File: src/rtl/hazard_pkg.sv
// Shared opcodes, FSM state encoding and operand-usage decode for the hazard sequencer.
package hazard_pkg;

   localparam int unsigned OPC_W  = 6;
   localparam int unsigned REG_W  = 5;
   localparam int unsigned PERF_W = 32;

   localparam logic [OPC_W-1:0] OPC_RTYPE = 6'b000000;
   localparam logic [OPC_W-1:0] OPC_LW    = 6'b000001;
   localparam logic [OPC_W-1:0] OPC_SW    = 6'b000010;
   localparam logic [OPC_W-1:0] OPC_BEQ   = 6'b000011;
   localparam logic [OPC_W-1:0] OPC_ADDI  = 6'b000100;
   localparam logic [OPC_W-1:0] OPC_JUMP  = 6'b000101;

   typedef enum logic [1:0] {
      ST_RUN   = 2'd0,
      ST_STALL = 2'd1,
      ST_FLUSH = 2'd2
   } hz_state_e;

   // Instruction reads rs as a source operand.
   function automatic logic uses_rs_src(input logic [OPC_W-1:0] opcode);
      case (opcode)
         OPC_RTYPE, OPC_LW, OPC_SW, OPC_BEQ, OPC_ADDI: uses_rs_src = 1'b1;
         default:                                      uses_rs_src = 1'b0;
      endcase
   endfunction

   // Instruction reads rt as a source operand (ADDI/LW write rt instead).
   function automatic logic uses_rt_src(input logic [OPC_W-1:0] opcode);
      case (opcode)
         OPC_RTYPE, OPC_SW, OPC_BEQ: uses_rt_src = 1'b1;
         default:                    uses_rt_src = 1'b0;
      endcase
   endfunction

endpackage

File: src/rtl/hazard_sequencer_if.sv
// Decode/execute hazard inputs and pipeline-register controls of the hazard sequencer.
interface hazard_sequencer_if;
   import hazard_pkg::*;

   logic [OPC_W-1:0]  id_opcode;
   logic [REG_W-1:0]  id_rs;
   logic [REG_W-1:0]  id_rt;
   logic              ex_mem_read;
   logic [REG_W-1:0]  ex_rt;
   logic              branch_out_ex_dm;
   logic              pc_write;
   logic              ifid_write;
   logic              ifid_flush;
   logic              idex_bubble;
   logic [1:0]        hz_state;
   logic [PERF_W-1:0] stall_count;
   logic [PERF_W-1:0] flush_count;

   modport master (
      output id_opcode, id_rs, id_rt, ex_mem_read, ex_rt, branch_out_ex_dm,
      input  pc_write, ifid_write, ifid_flush, idex_bubble, hz_state,
             stall_count, flush_count
   );

   modport slave (
      input  id_opcode, id_rs, id_rt, ex_mem_read, ex_rt, branch_out_ex_dm,
      output pc_write, ifid_write, ifid_flush, idex_bubble, hz_state,
             stall_count, flush_count
   );

endinterface

File: src/rtl/hazard_perf_counter.sv
// 32-bit wrapping event counter with synchronous active-high reset.
module hazard_perf_counter
   import hazard_pkg::*;
(
   input  logic              clk,
   input  logic              reset,
   input  logic              inc,
   output logic [PERF_W-1:0] count
);

   logic [PERF_W-1:0] count_q;
   logic [PERF_W-1:0] count_d;

   assign count_d = inc ? count_q + PERF_W'(1) : count_q;

   always_ff @(posedge clk) begin
      if (reset) count_q <= '0;
      else       count_q <= count_d;
   end

   assign count = count_q;

endmodule

File: src/rtl/hazard_sequencer.sv
// Load-use / branch / jump hazard controller driving PC, IF/ID and ID/EX controls (Mealy).
// Optional perf counters enabled by defining HAZARD_PERF_CNT_EN.
module hazard_sequencer
   import hazard_pkg::*;
#(
   parameter int unsigned LOAD_STALL_CYCLES = 1,
   parameter int unsigned FLUSH_CYCLES      = 1
) (
   input  logic             clk,
   input  logic             reset,
   hazard_sequencer_if.slave hz
);

   localparam int unsigned MAX_CYC = (LOAD_STALL_CYCLES > FLUSH_CYCLES) ? LOAD_STALL_CYCLES
                                                                         : FLUSH_CYCLES;
   localparam int unsigned DCNT_W  = (MAX_CYC > 1) ? $clog2(MAX_CYC) : 1;
   localparam int unsigned STALL_RELOAD_I = (LOAD_STALL_CYCLES > 1) ? LOAD_STALL_CYCLES - 2 : 0;
   localparam int unsigned FLUSH_RELOAD_I = (FLUSH_CYCLES > 1) ? FLUSH_CYCLES - 2 : 0;
   localparam logic [DCNT_W-1:0] STALL_RELOAD = DCNT_W'(STALL_RELOAD_I);
   localparam logic [DCNT_W-1:0] FLUSH_RELOAD = DCNT_W'(FLUSH_RELOAD_I);

   hz_state_e         state_q, state_d;
   logic [DCNT_W-1:0] cnt_q, cnt_d;

   logic lu_c;
   logic jump_c;
   logic pc_write_c, ifid_write_c, ifid_flush_c, idex_bubble_c;

   assign lu_c = hz.ex_mem_read && (hz.ex_rt != '0) &&
                 ((uses_rs_src(hz.id_opcode) && (hz.ex_rt == hz.id_rs)) ||
                  (uses_rt_src(hz.id_opcode) && (hz.ex_rt == hz.id_rt)));
   assign jump_c = (hz.id_opcode == OPC_JUMP);

   // Next state and Mealy controls; a taken branch overrides every state.
   always_comb begin
      state_d       = state_q;
      cnt_d         = cnt_q;
      pc_write_c    = 1'b1;
      ifid_write_c  = 1'b1;
      ifid_flush_c  = 1'b0;
      idex_bubble_c = 1'b0;

      if (hz.branch_out_ex_dm) begin
         ifid_flush_c  = 1'b1;
         idex_bubble_c = 1'b1;
         if (FLUSH_CYCLES > 1) begin
            state_d = ST_FLUSH;
            cnt_d   = FLUSH_RELOAD;
         end else begin
            state_d = ST_RUN;
            cnt_d   = '0;
         end
      end else begin
         case (state_q)
            ST_RUN: begin
               if (lu_c) begin
                  pc_write_c    = 1'b0;
                  ifid_write_c  = 1'b0;
                  idex_bubble_c = 1'b1;
                  if (LOAD_STALL_CYCLES > 1) begin
                     state_d = ST_STALL;
                     cnt_d   = STALL_RELOAD;
                  end
               end else if (jump_c) begin
                  ifid_flush_c = 1'b1;
               end
            end
            ST_STALL: begin
               pc_write_c    = 1'b0;
               ifid_write_c  = 1'b0;
               idex_bubble_c = 1'b1;
               if (cnt_q == '0) state_d = ST_RUN;
               else             cnt_d   = cnt_q - DCNT_W'(1);
            end
            ST_FLUSH: begin
               ifid_flush_c  = 1'b1;
               idex_bubble_c = 1'b1;
               if (cnt_q == '0) state_d = ST_RUN;
               else             cnt_d   = cnt_q - DCNT_W'(1);
            end
            default: begin
               state_d = ST_RUN;
               cnt_d   = '0;
            end
         endcase
      end

      if (reset) begin
         pc_write_c    = 1'b0;
         ifid_write_c  = 1'b0;
         ifid_flush_c  = 1'b1;
         idex_bubble_c = 1'b1;
      end
   end

   always_ff @(posedge clk) begin
      if (reset) begin
         state_q <= ST_RUN;
         cnt_q   <= '0;
      end else begin
         state_q <= state_d;
         cnt_q   <= cnt_d;
      end
   end

   assign hz.pc_write    = pc_write_c;
   assign hz.ifid_write  = ifid_write_c;
   assign hz.ifid_flush  = ifid_flush_c;
   assign hz.idex_bubble = idex_bubble_c;
   assign hz.hz_state    = reset ? ST_RUN : state_q;

`ifdef HAZARD_PERF_CNT_EN
   logic stall_inc_c;
   logic flush_inc_c;

   // A jump is only accepted in RUN when neither a branch nor a load-use outranks it.
   assign stall_inc_c = !reset && !pc_write_c;
   assign flush_inc_c = !reset &&
                        (hz.branch_out_ex_dm || ((state_q == ST_RUN) && !lu_c && jump_c));

   hazard_perf_counter u_stall_cnt (
      .clk   (clk),
      .reset (reset),
      .inc   (stall_inc_c),
      .count (hz.stall_count)
   );

   hazard_perf_counter u_flush_cnt (
      .clk   (clk),
      .reset (reset),
      .inc   (flush_inc_c),
      .count (hz.flush_count)
   );
`else
   assign hz.stall_count = '0;
   assign hz.flush_count = '0;
`endif

endmodule

File: src/flat_wrapper.sv
// flat-port wrapper written by rule: the top's interface ports become plain ports
module hazard_sequencer_flat import hazard_pkg::*;
#(
   parameter int unsigned LOAD_STALL_CYCLES = 1,
   parameter int unsigned FLUSH_CYCLES      = 1
)
  (clk, reset, hz_id_opcode, hz_id_rs, hz_id_rt, hz_ex_mem_read, hz_ex_rt, hz_branch_out_ex_dm, hz_pc_write, hz_ifid_write, hz_ifid_flush, hz_idex_bubble, hz_hz_state, hz_stall_count, hz_flush_count);
  hazard_sequencer_if hz_i ();
  input  logic clk;
  input  logic reset;
  input wire logic [$bits(hz_i.id_opcode)-1:0] hz_id_opcode;
  input wire logic [$bits(hz_i.id_rs)-1:0] hz_id_rs;
  input wire logic [$bits(hz_i.id_rt)-1:0] hz_id_rt;
  input wire logic [$bits(hz_i.ex_mem_read)-1:0] hz_ex_mem_read;
  input wire logic [$bits(hz_i.ex_rt)-1:0] hz_ex_rt;
  input wire logic [$bits(hz_i.branch_out_ex_dm)-1:0] hz_branch_out_ex_dm;
  output wire logic [$bits(hz_i.pc_write)-1:0] hz_pc_write;
  output wire logic [$bits(hz_i.ifid_write)-1:0] hz_ifid_write;
  output wire logic [$bits(hz_i.ifid_flush)-1:0] hz_ifid_flush;
  output wire logic [$bits(hz_i.idex_bubble)-1:0] hz_idex_bubble;
  output wire logic [$bits(hz_i.hz_state)-1:0] hz_hz_state;
  output wire logic [$bits(hz_i.stall_count)-1:0] hz_stall_count;
  output wire logic [$bits(hz_i.flush_count)-1:0] hz_flush_count;
  assign hz_i.id_opcode = hz_id_opcode;
  assign hz_i.id_rs = hz_id_rs;
  assign hz_i.id_rt = hz_id_rt;
  assign hz_i.ex_mem_read = hz_ex_mem_read;
  assign hz_i.ex_rt = hz_ex_rt;
  assign hz_i.branch_out_ex_dm = hz_branch_out_ex_dm;
  assign hz_pc_write = hz_i.pc_write;
  assign hz_ifid_write = hz_i.ifid_write;
  assign hz_ifid_flush = hz_i.ifid_flush;
  assign hz_idex_bubble = hz_i.idex_bubble;
  assign hz_hz_state = hz_i.hz_state;
  assign hz_stall_count = hz_i.stall_count;
  assign hz_flush_count = hz_i.flush_count;
  hazard_sequencer #(.LOAD_STALL_CYCLES(LOAD_STALL_CYCLES), .FLUSH_CYCLES(FLUSH_CYCLES)) u_core (.clk(clk), .reset(reset), .hz(hz_i));
endmodule
File: config.mk
export PLATFORM = sky130hd
export DESIGN_NAME = hazard_sequencer_flat
export DESIGN_NICKNAME = d
export VERILOG_FILES = /design/src/rtl/hazard_pkg.sv /design/src/rtl/hazard_sequencer_if.sv /design/src/rtl/hazard_perf_counter.sv /design/src/rtl/hazard_sequencer.sv /design/src/flat_wrapper.sv
export SDC_FILE = /design/constraint.sdc
export NUM_CORES = 1
export LEC_CHECK = 0
export CAP_MARGIN = 25
export CORE_MARGIN = 5
export CORE_UTILIZATION = 26
export DETAILED_ROUTE_END_ITERATION = 6
export GPL_TIMING_DRIVEN = 0
export PLACE_DENSITY_LB_ADDON = 0.12
export SLEW_MARGIN = 20
export SYNTH_ARGS = -nofsm -noshare
export SYNTH_HDL_FRONTEND = slang
export SYNTH_HIERARCHICAL = 1
export SYNTH_SLANG_ARGS = --single-unit
File: constraint.sdc
create_clock -name clk -period 1.7 [get_ports clk]
set_input_delay 0.34 -clock clk [delete_from_list [all_inputs] [get_ports clk]]
set_output_delay 0.34 -clock clk [all_outputs]
set_load 0.05 [all_outputs]
=== After elaboration in Yosys (flattened, before gate mapping) ===
Cells that the tools add are included.

* Output and inout port bits: 70
* Input port bits: 25
* Word-level logic and storage cells: 47
* Register bits: 3

* Reductions and logical operators: 13
* Add/sub/neg operators: 1
* Eq/ne operators: 10
* Multiplexer cells: 20
* Bitwise operators: 1

{| class="wikitable"
|+ Operator list
! operator !! count
|-
| 2-to-1 mux 1 bit || 13
|-
| equality test 6 x 2 -> 1 bit, second input constant || 2
|-
| equality test 6 x 3 -> 1 bit, second input constant || 2
|-
| equality test 5 bit || 2
|-
| one-hot mux 1 bit (2 select lines) || 4
|-
| equality test 6 x 1 -> 1 bit, second input constant || 1
|-
| zero test 6 bit || 1
|-
| nonzero test 5 bit || 1
|-
| OR reduction 5 bit || 1
|-
| logical AND 1 bit || 4
|-
| 2-to-1 mux 2 bit || 2
|-
| one-hot mux 2 bit (2 select lines) || 1
|-
| OR reduction 2 bit || 2
|-
| OR reduction 3 bit || 1
|-
| equality test 2 x 1 -> 1 bit, second input constant || 1
|-
| equality test 2 bit, second input constant || 1
|-
| zero test 2 bit || 1
|-
| != test 2 bit, second input constant || 1
|-
| AND reduction 2 bit || 1
|-
| logical OR 1 bit || 1
|-
| NOT 1 bit || 1
|-
| subtractor 1 bit, second input constant || 1
|}

=== Longest topological paths before layout ===
Gate-level depths: netlist of the first run.

* Word-level depth: 10
* Depth in mapped cells: 5
* Gate-level depth less buffers: 4

=== Worst setup path after synthesis of the first run ===
Ideal clock, no wire load.

* Kind: in2out
* From: input hz_id_opcode[1]
* To: output hz_pc_write
* Slack: -611 ps
* Stages on the path: 5
* Required time: 1360 ps
* Arrival time: 1971 ps
* Path buffers: 1
* Cells stage by stage: and2b_1 > or3_1 > o22ai_2 > a31oi_1 > buf_4

* Word-level cells in the longest chain between the ends: 10
* Elaborated cells between the ends (all ways): 17
* Those cells by class: eq/ne (4); mux (6); reduce/logical (7)

{| class="wikitable"
|+ Ends and longest elaborated chain
! what !! line !! source
|-
| start: declaration || flat_wrapper.sv:11 || <nowiki>input wire logic [$bits(hz_i.id_opcode)-1:0] hz_id_opcode;</nowiki>
|-
| equality test 6 x 1 -> 1 bit (tied with other cells) || hazard_pkg.sv:23 || <nowiki>case (opcode)</nowiki>
|-
| OR reduction 5 bit or OR reduction 3 bit (tied branches) || hazard_pkg.sv:23, hazard_pkg.sv:31 ||
|-
| 2-to-1 mux 1 bit (on tied branches) || hazard_pkg.sv:23, hazard_pkg.sv:31 ||
|-
| logical AND 1 bit (on tied branches) || hazard_sequencer.sv:30, hazard_sequencer.sv:31 ||
|-
| logical OR 1 bit (*) || hazard_sequencer.sv:30 || <nowiki>((uses_rs_src(hz.id_opcode) && (hz.ex_rt == hz.id_rs)) ||</nowiki>
|-
| logical AND 1 bit (*) || hazard_sequencer.sv:29 || <nowiki>assign lu_c = hz.ex_mem_read && (hz.ex_rt != '0) &&</nowiki>
|-
| 2-to-1 mux 1 bit (*) || - ||
|-
| one-hot mux 1 bit (2 select lines) (*) || - ||
|-
| 2-to-1 mux 1 bit (*) (2 in a row) || - ||
|-
| end: declaration || flat_wrapper.sv:17 || <nowiki>output wire logic [$bits(hz_i.pc_write)-1:0] hz_pc_write;</nowiki>
|}

Mark *: on every way between the ends. The rest lies on a longest branch, timed or not.

=== Worst setup path after layout of the first run ===
* From: input hz_ex_rt[1]
* To: output hz_pc_write

* Word-level cells in the longest chain between the ends: 8
* Elaborated cells between the ends (all ways): 12
* Those cells by class: eq/ne (2); mux (4); reduce/logical (6)

{| class="wikitable"
|+ Ends and longest elaborated chain
! what !! line !! source
|-
| start: declaration || flat_wrapper.sv:15 || <nowiki>input wire logic [$bits(hz_i.ex_rt)-1:0] hz_ex_rt;</nowiki>
|-
| equality test 5 bit (on tied branches) || hazard_sequencer.sv:30, hazard_sequencer.sv:31 ||
|-
| logical AND 1 bit (on tied branches) || hazard_sequencer.sv:30, hazard_sequencer.sv:31 ||
|-
| logical OR 1 bit || hazard_sequencer.sv:30 ||
|-
| logical AND 1 bit (*) || hazard_sequencer.sv:29 ||
|-
| 2-to-1 mux 1 bit (*) || hazard_sequencer.sv:56 || <nowiki>if (lu_c) begin</nowiki>
|-
| one-hot mux 1 bit (2 select lines) (*) || hazard_sequencer.sv:54 || <nowiki>case (state_q)</nowiki>
|-
| 2-to-1 mux 1 bit (*) || hazard_sequencer.sv:43 || <nowiki>if (hz.branch_out_ex_dm) begin</nowiki>
|-
| 2-to-1 mux 1 bit (*) || hazard_sequencer.sv:88 || <nowiki>if (reset) begin</nowiki>
|}

Marks and branches as above.

==> results.txt, run 1 <==
----------------------------------------------------
[Run status]
  Outcome ... complete, but fails checks
  Failing checks ... negative setup slack

[Final layout]
  Total of clock buffers placed in the layout ... 0
  Sequential cell area in the final layout ... 0 um^2
  Layout cells sized above 1 ... about half
  Post-route standard cell area excluding fillers ... 1295 um^2
  Syn-to-layout area delta ... 85.15%
  Filler cell count in the final layout ... 262
  Number of nets in the layout ... 216
  Antenna diode instance count ... 0
  Final non-filler cell total ... 219
  Finished Core Util ... 51.34%
  Combined area of the multi-input logic cells ... 488.0 um^2
  Flip-flop and latch count ... 0

[Route]
  Initial detailed-routing violation count ... 18
  Post-detailed-route via-to-cell ratio ... 3.014
  Detailed-route wire length per cell ... 7.995 um
  DR vias ... 660
  Count of TritonRoute iterations in the first routing pass ... 4
  Post-route met1 wirelength ... 572 um
  Routed wl met3 ... 392 um
  Final routed DRC violation total ... 0
  Met2 wirelength from detailed routing ... 786 um
  Highest metal layer with signal wires ... met3
  Wire length after detailed routing ... about 1800 um
  Number of nets still failing antenna checks after routing ... 0

[Worst setup path]
  Cell with the most instances on the worst path ... sky130_fd_sc_hd__buf_8
  Worst Path Required ... around 1.4 ns
  Cell at the slowest stage of the critical path ... sky130_fd_sc_hd__or3_4
  Data arrival, critical path ... 1.47 ns
  Stage delay of the slowest cell on the critical path ... 0.38 ns
  Critical path cell sequence ... buf_8 -> xor2_1 -> or3_4 -> o22ai_4 -> a31oi_4 -> buf_6 -> buf_8
  Maximum fanout along the worst path ... 2
  Critical Path Sink Type ... output pin
  Nature of the critical path startpoint ... input pin
  Crit Path Category ... input pin to output pin
  Critical path startpoint ... hz_ex_rt[1]

[Synth]
  Parity-gate share of the synthesized area counting xor and xnor cells ... approximately 13%
  Cell with the most instances after synthesis ... sky130_fd_sc_hd__buf_4
  Average footprint of a synthesized cell ... 7.441 um^2
  Dominant combinational cell family by area after synthesis ... buffers and inverters
  YS warnings ... 6
  Area fraction in and, or, nand and nor cells after synthesis ... 7.692%
  Number of distinct library cell variants in the gate-level netlist after synthesis ... 18
  Commonest cells post-synth ... 67 x sky130_fd_sc_hd__buf_4, 9 x sky130_fd_sc_hd__xnor2_1, 2 x sky130_fd_sc_hd__nand2_1, 2 x sky130_fd_sc_hd__nor3_1
  Adder-cell share of the synthesized area ... 0%
  Netlist area before placement ... 699.4 um^2
  Mux contribution to synthesized area ... 0%
  Cell count after synthesis ... 94
  Cell types occupying the most area after synthesis ... sky130_fd_sc_hd__buf_4 72%, sky130_fd_sc_hd__xnor2_1 11%, sky130_fd_sc_hd__nand4_2 1.8%
  Post-synth top area share ... 71.91%
  Post-synth top area cell ... sky130_fd_sc_hd__buf_4
  Sequential share of the synthesized area ... 0%
  Compound-gate portion of the synthesized area ... 6.798%

[Job]
  Max-cap violations ... 0

[Timing]
  Shortest clock period the worst path allows after layout ... 1.813 ns
  Minimum hold slack ... 1.109 ns
  Part of the cycle the worst path needs ... 106.6%
  Total setup violations reported at the end of the flow ... 3
  Minimum setup slack in the final design ... -0.1125 ns
  Setup TNS Final ... -0.2507 ns
  Maximum clock frequency ... 0.5517 GHz
  Unrepaired setup endpoints after global routing ... true
  Number of hold violations in the final report ... 0
  Number of pins with negative max-slew slack in the final report ... 0

[Global route]
  Overall track demand over capacity in global routing ... 7.546%
  Wire length of the first global-routing pass ... 2339 um
  Number of global-route vias before repair ... 574
  Initial antenna violation count ... 0
  GRT overflow ... 0
  Largest net degree at the start of global routing ... 4

[Die]
  Floorplan die width ... 61.87 um
  Row cnt ... 18
  Placeable Area ... about 2500 um^2
  DIE AREA ... 3827 um^2
  Chip Height ... 61.87 um
  # IOs ... 95
  Initial cell density of the core ... 27.73%

[Power]
  Tot Pwr ... 581.8 uW
  Combinational share of power ... between 90% and 100%
  Leakage power figure ... 0.8081 nW
  Worst IR Drop VDD ... 0.2697 mV
  Net switching power ... 401.9 uW
  Share of total power in sequential cells ... 0%
  Sw Share ... 69.08%
  Internal power summed over all cells ... 179.9 uW
  Clock network fraction of total power ... 0%
  PwrDens ... 449.3 nW/um^2

[Clock network]
  Cts hold-fix bufs ... 0

[Place]
  Instance count after placement with tap cells included ... between 200 and 250
  Final weighted congestion in routability-driven placement ... around 0.67
  Total cell area at the placement stage ... 1280 um^2
  Post-detail-place hpwl ... 1655 um
  Number of input and output port buffers inserted ... 28
  Worst Setup Slack post-DPL ... -1.182 ns

[Worst hold path]
  Min-Delay Path Class ... input pin to output pin
  Startpoint of the lowest-slack hold path ... hz_branch_out_ex_dm

----------------------------------------------------
-- timing repair --
| item | 4_1_cts | 5_1_grt |
|---|---|---|
| pin swaps | 15 | 15 |
| resized for setup | 65 | 25 |
| endpoints found under the setup margin | 4 | 4 |
| buffers inserted | 0 | 2 |
-- placed cells by master (no fill, tap or decap), types with 2 or more instances in the layout --
cell and n:
sky130_fd_sc_hd__buf_2 2, sky130_fd_sc_hd__buf_4 69, sky130_fd_sc_hd__buf_6 4, sky130_fd_sc_hd__buf_8 2, sky130_fd_sc_hd__clkbuf_2 7, sky130_fd_sc_hd__clkdlybuf4s15_1 6
sky130_fd_sc_hd__clkdlybuf4s50_1 2, sky130_fd_sc_hd__conb_1 66, sky130_fd_sc_hd__dlygate4sd2_1 4, sky130_fd_sc_hd__nand2_1 2, sky130_fd_sc_hd__xnor2_1 7, sky130_fd_sc_hd__xnor2_2 2
-- cell type report --
| type | count | area share [%] |
|---|---|---|
| repair buffers | 30 | 20.00 |
| multi-input cells | 91 | 37.68 |
| plain buffers | 67 | 39.13 |
| inverters | 1 | 0.2899 |
| well taps | 30 | 2.899 |
-- path summary, 6_finish.rpt --
| kind | endpoint | slack (ns) | cells past startpoint |
|---|---|---|---|
| min | hz_idex_bubble | 1.11 | 3 |
| max | hz_pc_write | -0.11 | 7 |
-- worst max-delay path: cells and delay by family --
kind | cells | cell delay, ns
XOR/XNOR | 1 | 0.14
AO/OA/AOI/OAI | 2 | 0.25
AND/OR/NAND/NOR | 1 | 0.38
buffers and inverters | 3 | 0.36
-- metal layers --
metal / vias up / track usage (%)
li1: 355 / -
met1: 246 / 9.890
met2: 59 / 11.96
met3: 0 / 3.719
met4: 0 / 0
met5: - / 0
-- power groups by stage --
stage | Sequential (mW) | Clock (mW) | Combinational [mW]
after floorplan | 0 | 0 | 0.494
after global placement | 0 | 0 | 0.572
after detailed placement | 0 | 0 | 0.573
after CTS | 0 | 0 | 0.566
after global routing | 0 | 0 | 0.612
final | 0 | 0 | 0.582
-- cell families after synthesis --
kind of cell | Yosys count
buffers and inverters | 68
AND/OR/NAND/NOR | 9
AO/OA/AOI/OAI | 6
XOR/XNOR | 10
other | 1
Note: power is estimated with default switching activity, not from simulation.
==> inputs of run 2 (changes only) <==
--- a/config.mk
+++ b/config.mk
@@ -6,9 +6,11 @@
 export NUM_CORES = 1
 export LEC_CHECK = 0
 export CAP_MARGIN = 25
+export CORE_ASPECT_RATIO = 1.4
 export CORE_MARGIN = 5
 export CORE_UTILIZATION = 26
 export DETAILED_ROUTE_END_ITERATION = 6
+export GPL_ROUTABILITY_DRIVEN = 0
 export GPL_TIMING_DRIVEN = 0
 export PLACE_DENSITY_LB_ADDON = 0.12
 export SLEW_MARGIN = 20
==> run 2 against run 1 <==
Against the previous run: the flow still finishes with violations (negative setup slack); power about the same; core utilization decreased by 1.3 points; final cell count increased by 2.3%; worst setup slack got worse by 0.0064 ns; non-clock buffer count decreased by 1; critical path type unchanged; critical endpoint unchanged; highest routed layer unchanged.
==> results.txt, run 2 (same netlist as run 1, synthesis figures left out) <==
----------------------------------------------------
[Timing]
  Number of pins with negative max-slew slack in the final report ... 0
  Setup TNS Final ... -0.2618 ns
  Maximum clock frequency ... 0.5498 GHz
  Unrepaired setup endpoints after global routing ... true
  Total setup violations reported at the end of the flow ... 3
  Minimum setup slack in the final design ... -0.1189 ns
  Part of the cycle the worst path needs ... 107.0%
  Minimum hold slack ... 1.259 ns
  Shortest clock period the worst path allows after layout ... roughly 1.8 ns
  Number of hold violations in the final report ... 0

[Power]
  Tot Pwr ... 581.9 uW
  Leakage power figure ... 0.7933 nW
  Worst IR Drop VDD ... 0.2664 mV
  PwrDens ... roughly 450 nW/um^2

[Route]
  Number of nets still failing antenna checks after routing ... 0
  Count of TritonRoute iterations in the first routing pass ... 2
  Initial detailed-routing violation count ... 1
  Detailed-route wire length per cell ... 7.772 um
  DR vias ... 661
  Final routed DRC violation total ... 0
  Post-detailed-route via-to-cell ratio ... between 2 and 3
  Wire length after detailed routing ... around 1700 um

[Worst setup path]
  Stage delay of the slowest cell on the critical path ... about 0.41 ns
  Maximum fanout along the worst path ... 3
  Nature of the critical path startpoint ... input pin
  Data arrival, critical path ... approximately 1.5 ns
  Cell at the slowest stage of the critical path ... sky130_fd_sc_hd__or3_4
  Crit path buf inv count ... 3
  Worst path top cell family by delay ... buffers and inverters
  Critical Path Sink Type ... output pin
  Critical path cell sequence ... clkdlybuf4s15_1 -> or3_4 -> o22ai_4 -> a31oi_4 -> buf_6 -> buf_8
  Crit Path Category ... input pin to output pin
  Worst Path Required ... 1.36 ns

[Final layout]
  Flip-flop and latch count ... 0
  Number of nets in the layout ... 215
  Syn-to-layout area delta ... 86.94%
  Antenna diode instance count ... 0
  Sequential cell area in the final layout ... 0 um^2
  Finished Core Util ... 50.00%
  Leading cell types in the layout, fill and taps excluded ... 68 x sky130_fd_sc_hd__buf_4, 66 x sky130_fd_sc_hd__conb_1, 8 x sky130_fd_sc_hd__xnor2_1, 7 x sky130_fd_sc_hd__dlygate4sd2_1, 6 x sky130_fd_sc_hd__clkdlybuf4s15_1
  Most common cell after layout, fill and taps aside ... sky130_fd_sc_hd__buf_4
  Total of clock buffers placed in the layout ... 0
  Layout cells sized above 1 ... 46.81%

[Place]
  Number of input and output port buffers inserted ... 28
  Post-detail-place hpwl ... 1683 um
  Worst Setup Slack post-DPL ... -1.155 ns

[Worst hold path]
  Min-Delay Path Class ... input pin to output pin
  Hold Path Depth ... 3
  Worst Hold Endpoint ... hz_ifid_flush
  Startpoint of the lowest-slack hold path ... hz_id_opcode[2]

[Run status]
  Outcome ... complete, but fails checks
  Failing checks ... negative setup slack

[Job]
  Max-cap violations ... 0

[Die]
  DIE AREA ... 3842 um^2
  Floorplan die width ... 53.84 um
  Placeable Area ... 2615 um^2
  # IOs ... 95
  Chip Height ... 71.37 um
  Initial cell density of the core ... 26.75%
  Row cnt ... 22

[Global route]
  Overall track demand over capacity in global routing ... under 10%
  Initial antenna violation count ... 0
  Largest net degree at the start of global routing ... 4
  GRT overflow ... 0
  Wire length of the first global-routing pass ... between 2000 and 2500 um
  Number of global-route vias before repair ... just under 600

----------------------------------------------------
run 2: through the flow:
| stage | std cells | instance area (um^2) |
|---|---|---|
| floorplan | 159 | 962.2 |
| global placement | 223 | 1287 |
| finish | 224 | 1308 |
| global route | 224 | 1308 |
| CTS | 224 | 1294 |
| detailed placement | 223 | 1287 |
run 2: worst max path at each step:
stage	from	endpoint	cells past startpoint
after global placement	hz_ex_rt[1]	hz_idex_bubble	6
after floorplan	hz_ex_rt[1]	hz_pc_write	5
after CTS	hz_id_opcode[0]	hz_pc_write	7
final	hz_id_opcode[2]	hz_pc_write	6
after global routing	hz_id_rs[4]	hz_pc_write	7
after detailed placement	hz_ex_rt[1]	hz_idex_bubble	6
run 2: area by class of cell:
cell class,instances,area [um^2]
buffer,67,506.7
fill,277,1308
inverter,1,3.754
multi-input combinational,91,485.5
tap,36,45.04
timing repair buffer,29,266.5
run 2: what timing repair did:
item / 4_1_cts / 5_1_grt
setup buffers: 1 / 0
pin swaps: 16 / 14
hold buffers: 0 / 0
resized for setup: 67 / 17
endpoints found under the setup margin: 4 / 4
run 2: layer usage:
metal / share of wire, % / track usage [%] / vias up
li1: - / - / 354
met5: 0 / 0 / -
met2: 47 / 13.07 / 58
met3: 20 / 2.703 / 0
met1: 33 / 9.328 / 249
met4: 0 / 0 / 0
run 2: power breakdown:
part	switching, mW	leakage (nW)	internal, mW
Sequential	0	0	0
Combinational	0.402	0.793	0.180
Clock	0	0	0
Total	0.402	0.793	0.180
